===== src/rtl/wb_arbiter.sv =====
// Round-robin arbiter sharing the register-file writeback port between the ip, lsp and md units.
// The winner is captured into a registered output slot that is held until downstream accepts it.
module wb_arbiter #(
  parameter int unsigned XLEN = 64,
  parameter int unsigned REGW = 5
) (
  input  logic            clk,
  input  logic            rst,
  input  logic [REGW-1:0] ip_wb_dst,
  input  logic [XLEN-1:0] ip_wb_result,
  input  logic [XLEN-1:0] ip_wb_pc,
  input  logic            ip_wb_wb_en,
  input  logic            ip_wb_valid,
  output logic            ip_wb_ready,
  input  logic [REGW-1:0] lsp_wb_dst,
  input  logic [XLEN-1:0] lsp_wb_result,
  input  logic [XLEN-1:0] lsp_wb_pc,
  input  logic            lsp_wb_wb_en,
  input  logic            lsp_wb_valid,
  output logic            lsp_wb_ready,
  input  logic [REGW-1:0] md_wb_dst,
  input  logic [XLEN-1:0] md_wb_result,
  input  logic [XLEN-1:0] md_wb_pc,
  input  logic            md_wb_wb_en,
  input  logic            md_wb_valid,
  output logic            md_wb_ready,
  output logic [REGW-1:0] wb_ix_dst,
  output logic [XLEN-1:0] wb_ix_result,
  output logic [XLEN-1:0] wb_ix_pc,
  output logic            wb_ix_wb_en,
  output logic [1:0]      wb_ix_src,
  output logic            wb_ix_valid,
  input  logic            wb_ix_ready
);

  localparam int unsigned NSRC = 3;
  localparam logic [1:0] SRC_IP  = 2'd0;
  localparam logic [1:0] SRC_LSP = 2'd1;
  localparam logic [1:0] SRC_MD  = 2'd2;

  logic            wb_ix_valid_q, wb_ix_valid_d;
  logic [1:0]      last_grant_q, last_grant_d;
  logic [REGW-1:0] dst_q, dst_d;
  logic [XLEN-1:0] result_q, result_d;
  logic [XLEN-1:0] pc_q, pc_d;
  logic            wb_en_q, wb_en_d;
  logic [1:0]      src_q, src_d;

  logic [NSRC-1:0] src_valid_c;
  logic [NSRC-1:0] grant_c;
  logic            can_accept_c;
  logic            grant_any_c;
  logic [1:0]      grant_id_c;
  logic [1:0]      scan_idx_c;

  assign src_valid_c  = {md_wb_valid, lsp_wb_valid, ip_wb_valid};
  assign can_accept_c = !wb_ix_valid_q || wb_ix_ready;

  // Round-robin scan starting just after the last winner, wrapping md -> ip.
  always_comb begin
    grant_any_c = 1'b0;
    grant_id_c  = SRC_IP;
    scan_idx_c  = (last_grant_q == SRC_MD) ? SRC_IP : last_grant_q + 2'd1;
    for (int unsigned k = 0; k < NSRC; k++) begin
      if (!grant_any_c && src_valid_c[scan_idx_c]) begin
        grant_any_c = 1'b1;
        grant_id_c  = scan_idx_c;
      end
      scan_idx_c = (scan_idx_c == SRC_MD) ? SRC_IP : scan_idx_c + 2'd1;
    end
    if (rst || !can_accept_c) begin
      grant_any_c = 1'b0;
    end
    grant_c = grant_any_c ? (NSRC'(1) << grant_id_c) : '0;
  end

  assign ip_wb_ready  = grant_c[SRC_IP];
  assign lsp_wb_ready = grant_c[SRC_LSP];
  assign md_wb_ready  = grant_c[SRC_MD];

  // Slot load / drain / hold.
  always_comb begin
    wb_ix_valid_d = wb_ix_valid_q;
    last_grant_d  = last_grant_q;
    dst_d         = dst_q;
    result_d      = result_q;
    pc_d          = pc_q;
    wb_en_d       = wb_en_q;
    src_d         = src_q;
    if (can_accept_c) begin
      wb_ix_valid_d = grant_any_c;
      if (grant_any_c) begin
        last_grant_d = grant_id_c;
        src_d        = grant_id_c;
        case (grant_id_c)
          SRC_LSP: begin
            dst_d    = lsp_wb_dst;
            result_d = lsp_wb_result;
            pc_d     = lsp_wb_pc;
            wb_en_d  = lsp_wb_wb_en;
          end
          SRC_MD: begin
            dst_d    = md_wb_dst;
            result_d = md_wb_result;
            pc_d     = md_wb_pc;
            wb_en_d  = md_wb_wb_en;
          end
          default: begin
            dst_d    = ip_wb_dst;
            result_d = ip_wb_result;
            pc_d     = ip_wb_pc;
            wb_en_d  = ip_wb_wb_en;
          end
        endcase
      end
    end
  end

  always_ff @(posedge clk) begin
    if (rst) begin
      wb_ix_valid_q <= 1'b0;
      last_grant_q  <= SRC_MD;
    end else begin
      wb_ix_valid_q <= wb_ix_valid_d;
      last_grant_q  <= last_grant_d;
    end
  end

  // Payload is qualified by wb_ix_valid, so it carries no reset.
  always_ff @(posedge clk) begin
    dst_q    <= dst_d;
    result_q <= result_d;
    pc_q     <= pc_d;
    wb_en_q  <= wb_en_d;
    src_q    <= src_d;
  end

  assign wb_ix_valid  = wb_ix_valid_q;
  assign wb_ix_dst    = dst_q;
  assign wb_ix_result = result_q;
  assign wb_ix_pc     = pc_q;
  assign wb_ix_wb_en  = wb_en_q;
  assign wb_ix_src    = src_q;

endmodule


===== config.mk =====
export PLATFORM = sky130hd
export DESIGN_NAME = wb_arbiter
export DESIGN_NICKNAME = d
export VERILOG_FILES = /design/src/rtl/wb_arbiter.sv
export SDC_FILE = /design/constraint.sdc
export NUM_CORES = 1
export LEC_CHECK = 0
export ABC_AREA = 1
export BUFFER_PORTS_ARGS = -buffer_cell sky130_fd_sc_hd__buf_2
export CAP_MARGIN = 20
export CORE_AREA = 3 3 214 216
export CTS_BUF_LIST = sky130_fd_sc_hd__clkbuf_8
export DETAILED_ROUTE_END_ITERATION = 8
export DIE_AREA = 0 0 217 219
export SYNTH_ARGS = -nofsm -noshare
export SYNTH_HDL_FRONTEND = slang
export SYNTH_SLANG_ARGS = --single-unit

===== constraint.sdc =====
create_clock -name clk -period 2.1 [get_ports clk]
set_input_delay 0.315 -clock clk [delete_from_list [all_inputs] [get_ports clk]]
set_output_delay 0.315 -clock clk [all_outputs]
set_load 0.01 [all_outputs]

## Yosys cells after proc, flatten, opt, wreduce, memory -nomap -nowiden

Cells that the tools add are included.

| word-level totals | value |
|---|---|
| output and inout port bits | 140 |
| register bits after elaboration | 139 |
| logic and storage cells | 49 |
| input bits | 408 |

| operators by class | value |
|---|---|
| shift operators | 1 |
| add/sub/neg operators | 3 |
| muxes and demuxes | 21 |
| $lt $le $gt $ge | 3 |
| equal/unequal tests | 5 |
| reductions and logical operators | 9 |

Operators with widths:

| operator | number |
|---|---|
| $pmux W64 S2 | 2 |
| $mux W2 | 6 |
| $pmux W5 S2 | 1 |
| $lt A2 B3 Y1 const B | 3 |
| $eq A2 B2 Y1 const B | 4 |
| $mux W1 | 7 |
| $add A2 B1 Y2 const B | 3 |
| $bmux W1 S2 | 3 |
| $logic_not A1 Y1 | 4 |
| $mux W3 | 1 |
| $shl A1 B2 Y3 const A | 1 |
| $eq A2 B1 Y1 const B | 1 |
| $logic_and A1 B1 Y1 | 2 |
| $logic_or A1 B1 Y1 | 2 |
| $pmux W1 S2 | 1 |
| $reduce_and A2 Y1 | 1 |

## Depth between registers and ports, before layout

Gate-level depths: netlist of run 1.

| depth | value |
|---|---|
| depth in word-level cells | 13 |
| gate-level depth with buffers | 15 |
| mapped depth without buffers | 11 |

## Least setup slack after synthesis of run 1

Ideal clock, no wire load.

| timing | value |
|---|---|
| path type | register to output |
| from | register last_grant_q[1] |
| to | output lsp_wb_ready |
| required time | 1785 ps |
| cell stages (with the launch flop) | 15 |
| buffers on the path | 4 |
| arrival | 1945 ps |
| setup slack | -160 ps |
| cells stage by stage | dfxtp_1 -> buf_6 -> nor2_2 -> nand2_1 -> nand3_2 -> nand3_1 -> nand3_2 -> nand2_1 -> inv_1 -> ha_1 -> buf_2 -> buf_2 -> buf_2 -> inv_1 -> nor2_1 |

| on the way | value |
|---|---|
| longest elaborated chain between the ends | 13 |

Ends and longest elaborated chain:

| what | RTL line | source |
|---|---|---|
| start: declaration | 42 | `logic [1:0] last_grant_q, last_grant_d;` |
| start signal: assignment | 125 | `last_grant_q <= last_grant_d;` |
| $add A2 B1 Y2 or $eq A2 B2 Y1 (tied branches) | 63 | `scan_idx_c = (last_grant_q == SRC_MD) ? SRC_IP : last_grant_q + 2'd1;` |
| $mux W2 * | 63 |  |
| parallel branches: the longest is 8 deep, another holds $add A2 B1 Y2 | n/a |  |
| $mux W2 * | 65 | `if (!grant_any_c && src_valid_c[scan_idx_c]) begin` |
| net grant_id_c[0] | 53 | `logic [1:0] grant_id_c;` |
| $shl A1 B2 Y3 * | 74 | `grant_c = grant_any_c ? (NSRC'(1) << grant_id_c) : '0;` |
| $mux W3 * | 74 |  |
| end: declaration | 20 | `output logic lsp_wb_ready,` |

Mark *: on every way through the listed nets, which the timed path passes. The select of a mux whose other input is x is not followed.

## Worst setup path in the final report of run 1

| timing | value |
|---|---|
| from | register last_grant_q[1] |
| to | register result_q[26] (netlist: wb_ix_result[26]), data pin |

| on the way | value |
|---|---|
| longest elaborated chain between the ends | 13 |

Ends and longest elaborated chain:

| what | RTL line | source |
|---|---|---|
| $add A2 B1 Y2 or $eq A2 B2 Y1 (tied branches) | 63 |  |
| $mux W2 * | 63 |  |
| parallel branches: the longest is 8 deep, another holds $add A2 B1 Y2 | n/a |  |
| $mux W2 * | 65 |  |
| $eq A2 B2 Y1 or $eq A2 B1 Y1 (tied branches) | 95 | `case (grant_id_c)` |
| $pmux W64 S2 * | 95 |  |
| end signal: assignment | 132 | `result_q <= result_d;` |
| end: declaration | 44 | `logic [XLEN-1:0] result_q, result_d;` |

Every way passes the cells marked *. The select of a mux whose other input is x is not followed.
A chain may end at the register's enable or synchronous reset.

==> flow_summary.toml, run 1 <==
[logic_synthesis]
ys_seq_area_frac = 0.584
ys_top_cells_by_area = "edfxtp_1 58%, nand2_1 15%, a31oi_1 12%, nor2_1 7.7%, buf_2 2.2%"
ys_seq_elements = 139
yosys_warnings = 0
ys_types = 21
yosys_most_used_dff = "edfxtp_1"
synth.avg_cell_area_um2 = 8.89
synth_top_area_frac = 0.576
synth_edf_count = 136
synth_cells = 798
yosysMostFrequentCell = "nand2_1"
synthTopCellsByCount = "284 x nand2_1, 146 x nor2_1, 136 x edfxtp_1"
yosysTopAreaCell = "edfxtp_1"
syn_area_mm2 = 0.00710
syn-num-nets = 1209
synth-async-reset-ratio = 0

[power]
power_leakage_nw = 5.65
peakVddDrop_uv = 471
power_density_mw_per_mm2 = 1400

[critical_path]
crit_slowest_cell = "dfxtp_4"
crit_fanout = 7
required_ns = 2.37
critPathMaxStageDelay_ns = 0.39
crit_path_cell_trace = "buf_4 > nand2_2 > nand3_4 > inv_2 > nand3_2 > nand3_2 > nand2_4 > buf_6 > ha_4 > buf_6 > buf_12 > buf_12 > buf_16 > buf_6 > nand2_1 > a31oi_1"
worstSetupStartpointType = "flip-flop"
critical_path_class = "reg -> reg"
critPathArrivalTime_ns = 2.71
cp_common_cell = "buf_6"
end_kind = "flip-flop"

[layout]
drive_gt1_frac = 0.562
filler_cell_count = 4725
areaGrowthSynthToFinish_pct = 82.2
final_cells = 2030
finalNetCount = 1835

[timing]
whs_ns = 0.0964
fmax_ghz = 0.410
slew_headroom = 0.808
tightest_slew_ns = 0.288
hold_viol = 0
maxSlewViolCount = 0
setup_viol = 137
rsz0062_at_grt = "true"
post-route-period-util = 1.16
post-route-min-period_ns = 2.44
final_critical_path_setup_slack_ns = -0.339
clock_skew_ns = 0.0104

[placed_design]
io_buffers = 547
dp.cells = 1951
gp_congestion = 0.978
place_ws_ns = -0.266
hpwl_mm = 27.1

[floorplanning]
die_width_um = 217
num_io_pins = 548
start_util = 0.161
core_area_mm2 = 0.0441
std_cell_rows = 77
die_area_mm2 = 0.0475
die_h_um = 219

[global_route]
grt_pass1_wl_mm = 49.9
track_usage = 0.143
globalRoute.totalOverflow = 0
grt_start_max_net_pins = 44
grt_antenna_before_repair = 5
grt_pass1_vias = 8423

[detailed_routing]
antenna_left = 0
routedWlPerCell_um = 18.7
drc_errors = 0
drt-vias-per-instance = 4.22
drt_iter0_markers = 460
drt-pass1-iter-count = 5
vias = 8564
wl_mm = 37.9

[clock_tree]
root_buffer = "clkbuf_8"
cts_num_sinks = 139
cts_tree = "done"
cts_htree_levels = 4
path_clk_slew_ns = 0.08
clock_latency_ns = 0.54
numCtsBuffers = 17
clock_tree.buffer_depth = 2

[run_status]
violations = "setup timing"
status = "finished, violations left"

[hold_path]
hold_class = "in -> reg"

[job]
max_cap_violations = 0
-- sequential cells by signal (all words and copies together), names as in the netlist --
name and cells:
last_grant_q 2, wb_ix_dst 5, wb_ix_pc 64, wb_ix_result 64, wb_ix_src 2, wb_ix_valid 1
wb_ix_wb_en 1
-- power breakdown --
part	internal [mW]	switching [mW]
registers	4.81	0.365
clock network	1.03	1.15
logic	4.85	5.88
-- metal layers --
metal,vias to the layer above,share of wire,track usage
met3,57,0.086,0.0514
met4,6,0.018,0.0515
met1,4046,0.42,0.177
li1,4030,-,-
met2,425,0.47,0.231
met5,-,0.0011,0
-- path summary, 6_finish.rpt --
check,from,endpoint,slack (ns),cells after the start
worst max-delay path,last_grant_q[1],wb_ix_result[26],-0.34,16
worst min-delay path,wb_ix_ready,wb_ix_valid,0.1,4
worst max register to register,last_grant_q[1],wb_ix_result[26],-0.34,16
worst min register to register,last_grant_q[0],last_grant_q[0],0.55,2
-- layout make-up --
| type | instances | area, um2 | area share |
|---|---|---|---|
| Antenna cell | 1 | 2.50 | 0.000194 |
| Clock buffer | 17 | 234 | 0.0181 |
| Clock inverter | 15 | 133 | 0.0103 |
| Inverter | 14 | 65.1 | 0.00503 |
| Multi-Input combinational cell | 584 | 3180 | 0.246 |
| Sequential cell | 139 | 4150 | 0.321 |
| Tap cell | 592 | 741 | 0.0573 |
| Timing Repair Buffer | 668 | 4420 | 0.342 |
-- cell usage in the layout (no fill, tap or decap), types with 6 or more instances in the layout --
master | synthesis | final
nand3_2 | 4 | 6
a31oi_2 | 0 | 14
buf_2 | 31 | 546
clkinv_2 | 0 | 6
clkbuf_16 | 0 | 8
clkbuf_8 | 0 | 17
nand2_1 | 284 | 226
buf_6 | 1 | 14
a31oi_4 | 0 | 8
edfxtp_1 | 136 | 136
buf_4 | 0 | 62
inv_1 | 12 | 6
buf_12 | 0 | 13
buf_16 | 0 | 17
a31oi_1 | 134 | 112
buf_8 | 0 | 6
nor2_1 | 146 | 139
nand2_2 | 0 | 37
inv_2 | 1 | 6
nand2_4 | 1 | 22
-- metrics by stage --
step / util / cell area (um2) / power, mW / setup TNS (ns)
2_1_floorplan: - / 7160 / 9.83 / -0.0199
3_3_place_gp: 0.251 / 11100 / 13.7 / -18.07
3_5_place_dp: 0.251 / 11100 / 13.9 / -25.55
4_1_cts: 0.275 / 12200 / 17.1 / -29.92
5_1_grt: 0.293 / 12900 / 19.2 / -44.90
6_report: 0.293 / 12900 / 18.1 / -31.83
-- repair_timing --
item	in CTS	in global routing
hold endpoints to repair	1	0
gates resized for setup	74	109
gates cloned	10	9
setup endpoints to repair	137	252
pin swaps	25	90
buffers inserted	18	9
hold buffers	1	0
-- critical path, delay by kind of cell, from the launching register on --
family / cells / cell delay (ns)
buffers and inverters: 8 / 1.06
AND/OR/NAND/NOR: 6 / 0.49
flip-flops: 1 / 0.39
adder cells (fa/ha/maj): 1 / 0.17
AO/OA/AOI/OAI: 1 / 0.08
-- cells by family after synthesis --
family,after synthesis,synth area share
AOI/OAI and AO/OA,136,0.120
adders and majority gates,3,0.00529
buffers and inverters,75,0.0466
DFF,139,0.584
and+or+nand+nor,445,0.244
Note: power is estimated with default switching activity, not from simulation.
==> run 2: changes to the inputs <==
CORE_AREA = 2 2 213 215   (was 3 3 214 216)
DIE_AREA = 0 0 215 217   (was 0 0 217 219)
clock period = 2 ns   (was 2.1 ns; I/O delays follow)
==> run 2 against run 1 <==
The flow still finishes with violations (setup timing). Final area grew 14%. Largest power group unchanged. Clock-buffer cell count is the same. Via count grew 4.8%. Clock skew grew 0.0019 ns. Largest cell class unchanged. First-iteration DRC count grew 33%. Cell count grew 2.8%. Sequential power grew 4.6%. Worst setup slack lost 0.11 ns. Core utilization grew 3.6 points. Flip-flop and latch count is the same. Sequential share of layout area shrank 3.9 points. Critical path depth shrank 5.
==> flow_summary.toml, run 2 (synthesis gave the netlist of run 1 again) <==
[global_route]
grt_use_met1 = 0.192
globalRoute.totalOverflow = 0
use_met3 = 0.0423
top_usage_layer = "met2"
track_usage = 0.153
grt_antenna_before_repair = 2
grt_pass1_wl_mm = 52.9
met2_usage = 0.252
grt_start_max_net_pins = 29
grt_pass1_vias = 8841

[clock_tree]
cts_tree = "done"
numCtsBuffers = 17
path_clk_slew_ns = 0.09
root_buffer = "clkbuf_8"
clock_latency_ns = 0.49
cts_htree_levels = 4
cts_num_sinks = 139
clock_tree.buffer_depth = 2

[critical_path]
rr_endpoint = "wb_ix_pc[14]"
crit_fanout = 7
r2r_cells = 14
end_kind = "output port"
critical_path_class = "reg -> out"
required_ns = 1.70
critPathArrivalTime_ns = 2.15
reg2reg_from = "last_grant_q[1]"
reg2reg_slack_ns = -0.42
worstSetupStartpointType = "flip-flop"

[hold_path]
min_path_cells = 4
min-delay-start = "wb_ix_ready"
whs_endpoint = "wb_ix_valid"
hold_class = "in -> reg"

[timing]
tns_ns = -44.73
slew_headroom = 0.771
setup_viol = 147
final_critical_path_setup_slack_ns = -0.453
clock_skew_ns = 0.0123
fmax_ghz = 0.408
hold_viol = 0
rsz0062_at_grt = "true"
tightest_slew_ns = 0.343
maxSlewViolCount = 0
post-route-period-util = 1.23
post-route-min-period_ns = 2.45

[detailed_routing]
drt-vias-per-instance = 4.30
drc_errors = 0
wl_mm = 39.7
routedWlPerCell_um = 19.0
drt-pass1-iter-count = 6
drt_iter0_markers = 612
antenna_left = 0
vias = 8971

[floorplanning]
std_cell_rows = 78
start_util = 0.159
num_io_pins = 548
die_width_um = 215
die_area_mm2 = 0.0467
core_area_mm2 = 0.0447
die_h_um = 217

[job]
max_cap_violations = 0

[layout]
final_common_cell = "buf_2"
finalNetCount = 1883
filler_cell_count = 4547
drive_gt1_frac = 0.635
areaGrowthSynthToFinish_pct = 107
final_cell_mix = "545 x buf_2, 274 x nand2_1, 136 x edfxtp_1, 97 x a31oi_1, 96 x nor2_4"
final_core_util = 0.329

[power]
power_mw = 25.0
power_density_mw_per_mm2 = 1700
peakVddDrop_uv = 675
power_leakage_nw = 6.06

[placed_design]
hpwl_mm = 26.9
gp_congestion = 0.955
io_buffers = 547

[run_status]
status = "finished, violations left"
violations = "setup timing"
-- run 2: changes by cell type in the layout (fill, tap and decap cells not counted), sizes merged --
cell and change:
clkinvlp -3, clkinv -2, clkbuf +3, diode +1
bufinv +3, inv +1, buf +45
-- run 2: worst max-delay path by stage --
stage / slack [ns] / end / from / cells past startpoint
2_1_floorplan: -0.04 / wb_ix_pc[34] / last_grant_q[1] / 14
3_3_place_gp: -0.26 / wb_ix_result[36] / last_grant_q[1] / 12
3_5_place_dp: -0.32 / wb_ix_result[36] / last_grant_q[1] / 12
4_1_cts: -0.48 / md_wb_ready / last_grant_q[1] / 10
5_1_grt: -0.59 / lsp_wb_ready / last_grant_q[1] / 11
6_report: -0.45 / md_wb_ready / last_grant_q[1] / 11
-- run 2: layout make-up --
cell class | count | area [um2] | share of cell area
clock inverter | 14 | 204 | 0.0139
antenna | 2 | 5.00 | 0.000340
sequential | 139 | 4150 | 0.282
clock buffer | 17 | 234 | 0.0159
inverter | 14 | 65.1 | 0.00442
multi-input combinational | 584 | 4010 | 0.272
timing repair buffer | 716 | 5290 | 0.360
tap | 600 | 751 | 0.0510
-- run 2: repair_timing --
| action | in CTS | in global routing |
|---|---|---|
| pin swaps | 14 | 145 |
| gates cloned | 22 | 12 |
| buffers inserted | 36 | 17 |
| hold buffers | 1 | 0 |
| hold endpoints to repair | 1 | 0 |
| resized for setup | 132 | 292 |
| endpoints found under the setup margin | 137 | 252 |
-- run 2: where the power goes --
part | total (mW) | internal (mW) | switching [mW] | leakage (nW)
combinational | 16.8 | 8.42 | 8.43 | 4.50
clock | 2.70 | 1.46 | 1.24 | 0.232
sequential | 5.42 | 5.05 | 0.369 | 1.33
-- run 2: per-stage QoR --
| step | cells | worst slack (ns) | hold WS [ns] | area [um2] |
|---|---|---|---|---|
| 2_1_floorplan | 798 | -0.0376 | 0.372 | 7260 |
| 3_3_place_gp | 1977 | -0.255 | 0.495 | 11300 |
| 3_5_place_dp | 1977 | -0.319 | 0.500 | 11300 |
| 4_1_cts | 2067 | -0.479 | 0.0221 | 13200 |
| 5_1_grt | 2085 | -0.589 | 0.0827 | 14700 |
| 6_report | 2086 | -0.453 | 0.102 | 14700 |
-- run 2: routing by layer --
metal / vias to the layer above / routed length (um)
li1: 4131 / -
met3: 59 / 3000
met4: 0 / 811
met5: - / 0
met2: 441 / 19600
met1: 4340 / 16400
-- run 2: critical path, cell delays in order (launching register included) --
cell and delay [ns]:
dfxtp_4 0.42, nor2_4 0.07, nand2_2 0.11, nand2_2 0.06, o211ai_1 0.25, nand2_2 0.12
buf_6 0.14, ha_4 0.16, buf_12 0.12, inv_4 0.05, nor2_4 0.03, buf_6 0.12
